<file path="config.mk">
export PLATFORM = sky130hd
export DESIGN_NAME = complex_mult_16
export DESIGN_NICKNAME = d
export VERILOG_FILES = /design/src/rtl/complex_mult_16.sv
export SDC_FILE = /design/constraint.sdc
export NUM_CORES = 2
export LEC_CHECK = 0
export ABC_CLOCK_PERIOD_IN_PS = 9360
export CELL_PAD_IN_SITES_DETAIL_PLACEMENT = 1
export CELL_PAD_IN_SITES_GLOBAL_PLACEMENT = 2
export CORE_MARGIN = 2
export CORE_UTILIZATION = 45
export CTS_BUF_LIST = sky130_fd_sc_hd__clkbuf_4 sky130_fd_sc_hd__clkbuf_8
export DETAILED_ROUTE_END_ITERATION = 12
export GPL_ROUTABILITY_DRIVEN = 0
export PLACE_DENSITY = 0.91
export SLEW_MARGIN = 20
export SYNTH_ARGS = -nofsm -noshare
export SYNTH_HDL_FRONTEND = slang
export SYNTH_SLANG_ARGS = --single-unit
</file>
<file path="constraint.sdc">
create_clock -name clk -period 9.36 [get_ports clk]
set_input_delay 1.872 -clock clk [delete_from_list [all_inputs] [get_ports clk]]
set_output_delay 1.872 -clock clk [all_outputs]
set_load 0.01 [all_outputs]
</file>
<file path="src/rtl/complex_mult_16.sv">
// Three-stage signed fixed-point complex multiplier: product = data1 * data2.
// Each partial product is rounded half-up and truncated to 16 bits before the add/sub.
module complex_mult_16 #(
    parameter int I = 8,
    parameter int F = 8
) (
    input  logic               clk,
    input  logic               reset,
    input  logic               en,
    input  logic signed [15:0] data1   [0:1],
    input  logic signed [15:0] data2   [0:1],
    output logic signed [15:0] product [0:1]
);

    if (I + F != 16 || F < 1) begin : g_param_check
        $error("complex_mult_16: I + F must be 16 and F must be at least 1");
    end

    localparam logic signed [31:0] HALF = 32'sd1 <<< (F - 1);

    // The arithmetic shift plus 16-bit cast keeps bits [31-I:F] of the rounded product.
    function automatic logic signed [15:0] rnd_trunc(input logic signed [31:0] p);
        return 16'((p + HALF) >>> F);
    endfunction

    logic signed [15:0] a_r, b_r, c_r, d_r;
    logic signed [15:0] t_ac, t_bd, t_ad, t_bc;

    always_ff @(posedge clk) begin
        if (!reset) begin
            a_r        <= '0;
            b_r        <= '0;
            c_r        <= '0;
            d_r        <= '0;
            t_ac       <= '0;
            t_bd       <= '0;
            t_ad       <= '0;
            t_bc       <= '0;
            product[0] <= '0;
            product[1] <= '0;
        end else if (en) begin
            a_r        <= data1[0];
            b_r        <= data1[1];
            c_r        <= data2[0];
            d_r        <= data2[1];
            t_ac       <= rnd_trunc(32'(a_r) * 32'(c_r));
            t_bd       <= rnd_trunc(32'(b_r) * 32'(d_r));
            t_ad       <= rnd_trunc(32'(a_r) * 32'(d_r));
            t_bc       <= rnd_trunc(32'(b_r) * 32'(c_r));
            product[0] <= t_ac - t_bd;
            product[1] <= t_ad + t_bc;
        end
    end

endmodule

</file>
Word level (Yosys, flattened, before mapping). Index checks and enable logic that the tools add are counted.

Add/subtract/negate cells: 6. $mul: 4.

Operator list (number): 24-bit by 9-bit adder with 24-bit output (second input constant) (4); 16-bit by 16-bit multiplier with 24-bit output (4); 16-bit adder (1); 16-bit subtractor (1).

Register bits after elaboration: 160. Output and inout port bits: 32.

Logic depth before layout (Yosys ltp).
Depth in word-level cells: 2. Mapped depth: 24.

Worst setup path before layout. Ideal clock, no wire load.

Path kind: flip-flop to flip-flop. From: register c_r[1]. To: register t_bc[14]. Setup time: 122 ps. Data arrival time: 6140 ps. Data required time: 9238 ps. Path slack: 3098 ps. Cell stages (with the launch flop): 23. Cell sequence: dfxtp_1 clkbuf_1 clkbuf_1 nand2_1 fa_1 fa_1 fa_1 inv_1 fa_1 fa_1 inv_1 fa_1 inv_1 ha_1 a21o_1 a21o_1 or3_4 a21oi_2 o21ai_2 a311oi_2 o31ai_2 and4b_1 a311o_1.

Cells in the longest elaborated chain, start to end: 2.

RTL lines: start: declaration (RTL line 26) `logic signed [15:0] a_r, b_r, c_r, d_r;`; start signal: assignment (RTL line 44) `c_r <= data2[0];`; 16-bit by 16-bit multiplier with 24-bit output (RTL line 49) `t_bc <= rnd_trunc(32'(b_r) * 32'(c_r));`; 24-bit by 9-bit adder with 24-bit output (RTL line 23) `return 16'((p + HALF) >>> F);`; end signal: assignment (RTL line 49); end: declaration (RTL line 27) `logic signed [15:0] t_ac, t_bd, t_ad, t_bc;`.

No other way between the ends. A chain may end at the register's enable or synchronous reset.

Worst setup path in the final report.
From: register c_r[15]. To: register t_bc[15].

Same word-level chain as after synthesis.

==> impl_table.tex <==
\begin{tabular}{lr}
\hline
Metric & Value \\
\hline
\multicolumn{2}{l}{\textbf{CTS}} \\
Clock root buffer & clkbuf\_8 \\
Post-CTS resize count & 0 \\
Number of levels in the clock H-tree & 4 \\
Clock latency on the worst-skew pair & 0.63 ns \\
Clk buf depth & 2 \\
Clock transition at path regs & 0.15 ns \\
CTS sink count & 160 \\
Hold-fix buffer count after cts & 0 \\
Clock tree from TritonCTS & done \\
Number of buffers inserted during clock tree synthesis & 17 \\
Total setup buffers inserted after CTS & 0 \\
\multicolumn{2}{l}{\textbf{Final layout}} \\
Leading cell types in the layout, fill and taps excluded & 993 x inv\_1, 750 x fa\_1, 514 x nand2\_1 \\
Final-layout fill cell count & 9403 \\
Leading cell type in the layout, fill and taps excluded & inv\_1 \\
Non-filler instance count after layout & 5159 \\
Area growth from synthesis to final layout & 6.58\% \\
Antenna diode instance count & 0 \\
Final std cell area, no fill & 39100 um\^{}2 \\
Share of cells above drive strength 1 & 3.00\% \\
Final-stage net count & 5205 \\
Utilization after layout & 48.5\% \\
\multicolumn{2}{l}{\textbf{Timing}} \\
Max-slew headroom at the worst pin & 29.4\% \\
Post-route worst hold slack & 0.469 ns \\
Setup repair after global routing missed its margin & false \\
Hold violation count in the final report & 0 \\
Slew Viols, Final & 0 \\
Final Worst Setup Slack & 2.64 ns \\
Count of endpoints failing setup in the final report & 0 \\
Setup skew after layout & 0.0454 ns \\
Setup\_tns & 0 ns \\
Max Freq & 149 MHz \\
Share of the cycle needed by the critical path after routing & 71.8\% \\
Minimum period implied by the final worst setup slack & 6.72 ns \\
Least-Margin Pin Slew & 1.06 ns \\
\multicolumn{2}{l}{\textbf{Setup path}} \\
FF-to-FF path depth & 18 \\
Cell with the biggest individual delay on the critical path & dfxtp\_1 \\
Cell type with the highest occurrence count on the critical path & fa\_1 \\
Cells along the critical path & inv\_1, nor2\_1, fa\_1, fa\_1, fa\_1, fa\_1, fa\_1, inv\_1, fa\_1, inv\_1, ha\_1, a21oi\_1, nor3b\_1, o21ai\_2, a311oi\_2, o31ai\_2, or4\_1, nand3\_1 \\
Levels on crit path & 18 \\
Required time worst endpoint & 9.92 ns \\
Number of buffer and inverter instances along the worst setup path & 3 \\
Category of the most critical setup path & reg -> reg \\
CP startpoint kind & flip-flop \\
Arrival time at the worst endpoint & 7.28 ns \\
Capturing element type of the critical path & flip-flop \\
Category of cells accounting for the largest share of critical-path delay & adder cells \\
Crit path max fanout & 14 \\
Worst path max stage delay & 0.77 ns \\
\multicolumn{2}{l}{\textbf{Synthesis}} \\
Synthesized instance count & 4124 \\
Proportion of synthesized chip area in sequential cells & 8.74\% \\
Number of synthesized flops with an enable pin & 0 \\
Yosys warning total & 0 \\
Post-synthesis net count & 5243 \\
Most area-hungry cell type in the Yosys netlist & fa\_1 \\
Area fraction of the dominant cell type after synthesis & 40.9\% \\
Top FF cell, synth & dfxtp\_1 \\
Number of distinct library cells after synthesis & 61 \\
Cell types occupying the most area after synthesis & fa\_1 41\%, ha\_1 10\%, inv\_1 10\% \\
Number of storage elements in the synthesis netlist & 160 \\
Cell area after technology mapping & 36700 um\^{}2 \\
Fraction of registers with async set/reset & 0\% \\
Mapped Avg Cell Area & 8.89 um\^{}2 \\
\multicolumn{2}{l}{\textbf{Die}} \\
Die ar. & 83800 um\^{}2 \\
Die H & 289 um \\
Cell row count & 104 \\
Starting utilization of the core area & 45.5\% \\
Overall die width & 289 um \\
Core Footprint & 80500 um\^{}2 \\
I/O pin cnt & 99 \\
\multicolumn{2}{l}{\textbf{Global route}} \\
Number of antenna violations at the first check in global routing & 2 \\
Overflow left after global routing & 0 \\
Global-route wire length before repair & 168000 um \\
Largest net degree at the start of global routing & 78 \\
Via count of the first global-routing pass & 30000 \\
GRT Total Usage & 26.4\% \\
\multicolumn{2}{l}{\textbf{Worst hold path}} \\
Cells on Worst Hold Path & 2 \\
Class of the tightest hold or removal check & reg -> reg \\
\multicolumn{2}{l}{\textbf{Routing}} \\
Routed vias & 26700 \\
Total wire length & 104000 um \\
Wirelength per Cell & 20.2 um \\
Detailed Routing Iterations Pass 1 & 5 \\
Final ANT Viol Nets & 0 \\
Via density per instance & 5.18 \\
Post-route DRC violation count & 0 \\
Initial DRC count & 1547 \\
\multicolumn{2}{l}{\textbf{Power}} \\
Leak Pwr & 19.3 nW \\
P per Cell Area & 97.7 nW/um\^{}2 \\
Total chip power & 3.82 mW \\
IR Drop Worst-Case VDD & 0.0000843 V \\
\multicolumn{2}{l}{\textbf{Placement}} \\
Number of placed instances, taps included & 5127 \\
Port Buffer Count & 98 \\
Setup slack at placement & 2.49 ns \\
Sum of net half-perimeters after detailed placement & 82200 um \\
Standard cell area after detailed placement & 38600 um\^{}2 \\
\multicolumn{2}{l}{\textbf{Run status}} \\
Run status & finished clean \\
\multicolumn{2}{l}{\textbf{Job}} \\
Maxcap violations & 0 \\
\hline
\end{tabular}
[tightest hold or removal path, delay by kind of cell (launching register included)]
family	cells	cell delay (ns)
AOI/OAI and AO/OA	1	0.05
and+or+nand+nor	1	0.05
DFF	1	0.34
[routing by layer]
layer | share of wire [%] | wire [um] | GRT usage (%) | vias up
met5 | 0 | 0 | 0 | -
met2 | 47 | 49200 | 43.5 | 580
li1 | - | - | - | 12000
met4 | 2.6 | 2730 | 7.31 | 0
met1 | 46 | 47600 | 37.0 | 14000
met3 | 4.6 | 4750 | 2.87 | 120
[power by group]
part / switching [mW] / total, mW / internal (mW)
clock network: 0.438 / 0.654 / 0.217
logic: 1.33 / 2.23 / 0.903
registers: 0.140 / 0.930 / 0.790
total: 1.91 / 3.82 / 1.91
[state kept, by name, indices dropped and copies added (netlist names)]
register / flops
a_r: 16
b_r: 16
c_r: 16
d_r: 16
product: 32
t_ac: 16
t_ad: 16
t_bc: 16
t_bd: 16
[final timing paths]
check,start,endpoint,slack [ns]
setup / recovery,c_r[15],t_bc[15],2.64
hold / removal,t_bd[13],t_bd[13],0.47
setup reg to reg,c_r[15],t_bc[15],2.64
hold reg to reg,t_bd[13],t_bd[13],0.47
[synthesized netlist by cell type, types with 11 or more instances]
cell,instances
inv_1,993
fa_1,750
nand2_1,514
and2_1,426
ha_1,302
clkbuf_1,209
dfxtp_1,160
nor2b_1,130
xnor2_1,123
mux2i_1,104
nor2_1,63
a21oi_1,45
xor2_1,39
o21ai_0,34
nand2b_1,22
nor3_1,21
a21o_1,20
o21ai_1,17
nand3_1,15
nand4_1,11
[cell type report]
type	count	area, um^2	share of cell area [%]
multi-input combinational	2756	28900	74.0
inverter	993	3730	9.54
sequential	160	3210	8.22
timing repair buffer	158	1430	3.66
tap	1060	1330	3.39
clock buffer	17	234	0.599
clock inverter	15	214	0.547
[cell families (layout without fill, tap and decap cells)]
kind of cell / Yosys count / in the layout / share of synthesized area [%]
buffers and inverters: 1208 / 1183 / 12.4
and+or+nand+nor: 1229 / 1229 / 17.0
adders and majority gates: 1052 / 1052 / 51.3
DFF: 160 / 160 / 8.74
AOI/OAI and AO/OA: 209 / 209 / 3.98
xor gates and xnor gates: 162 / 162 / 3.87
muxes: 104 / 104 / 2.84
No activity file was read; power rests on OpenSTA's default activity.
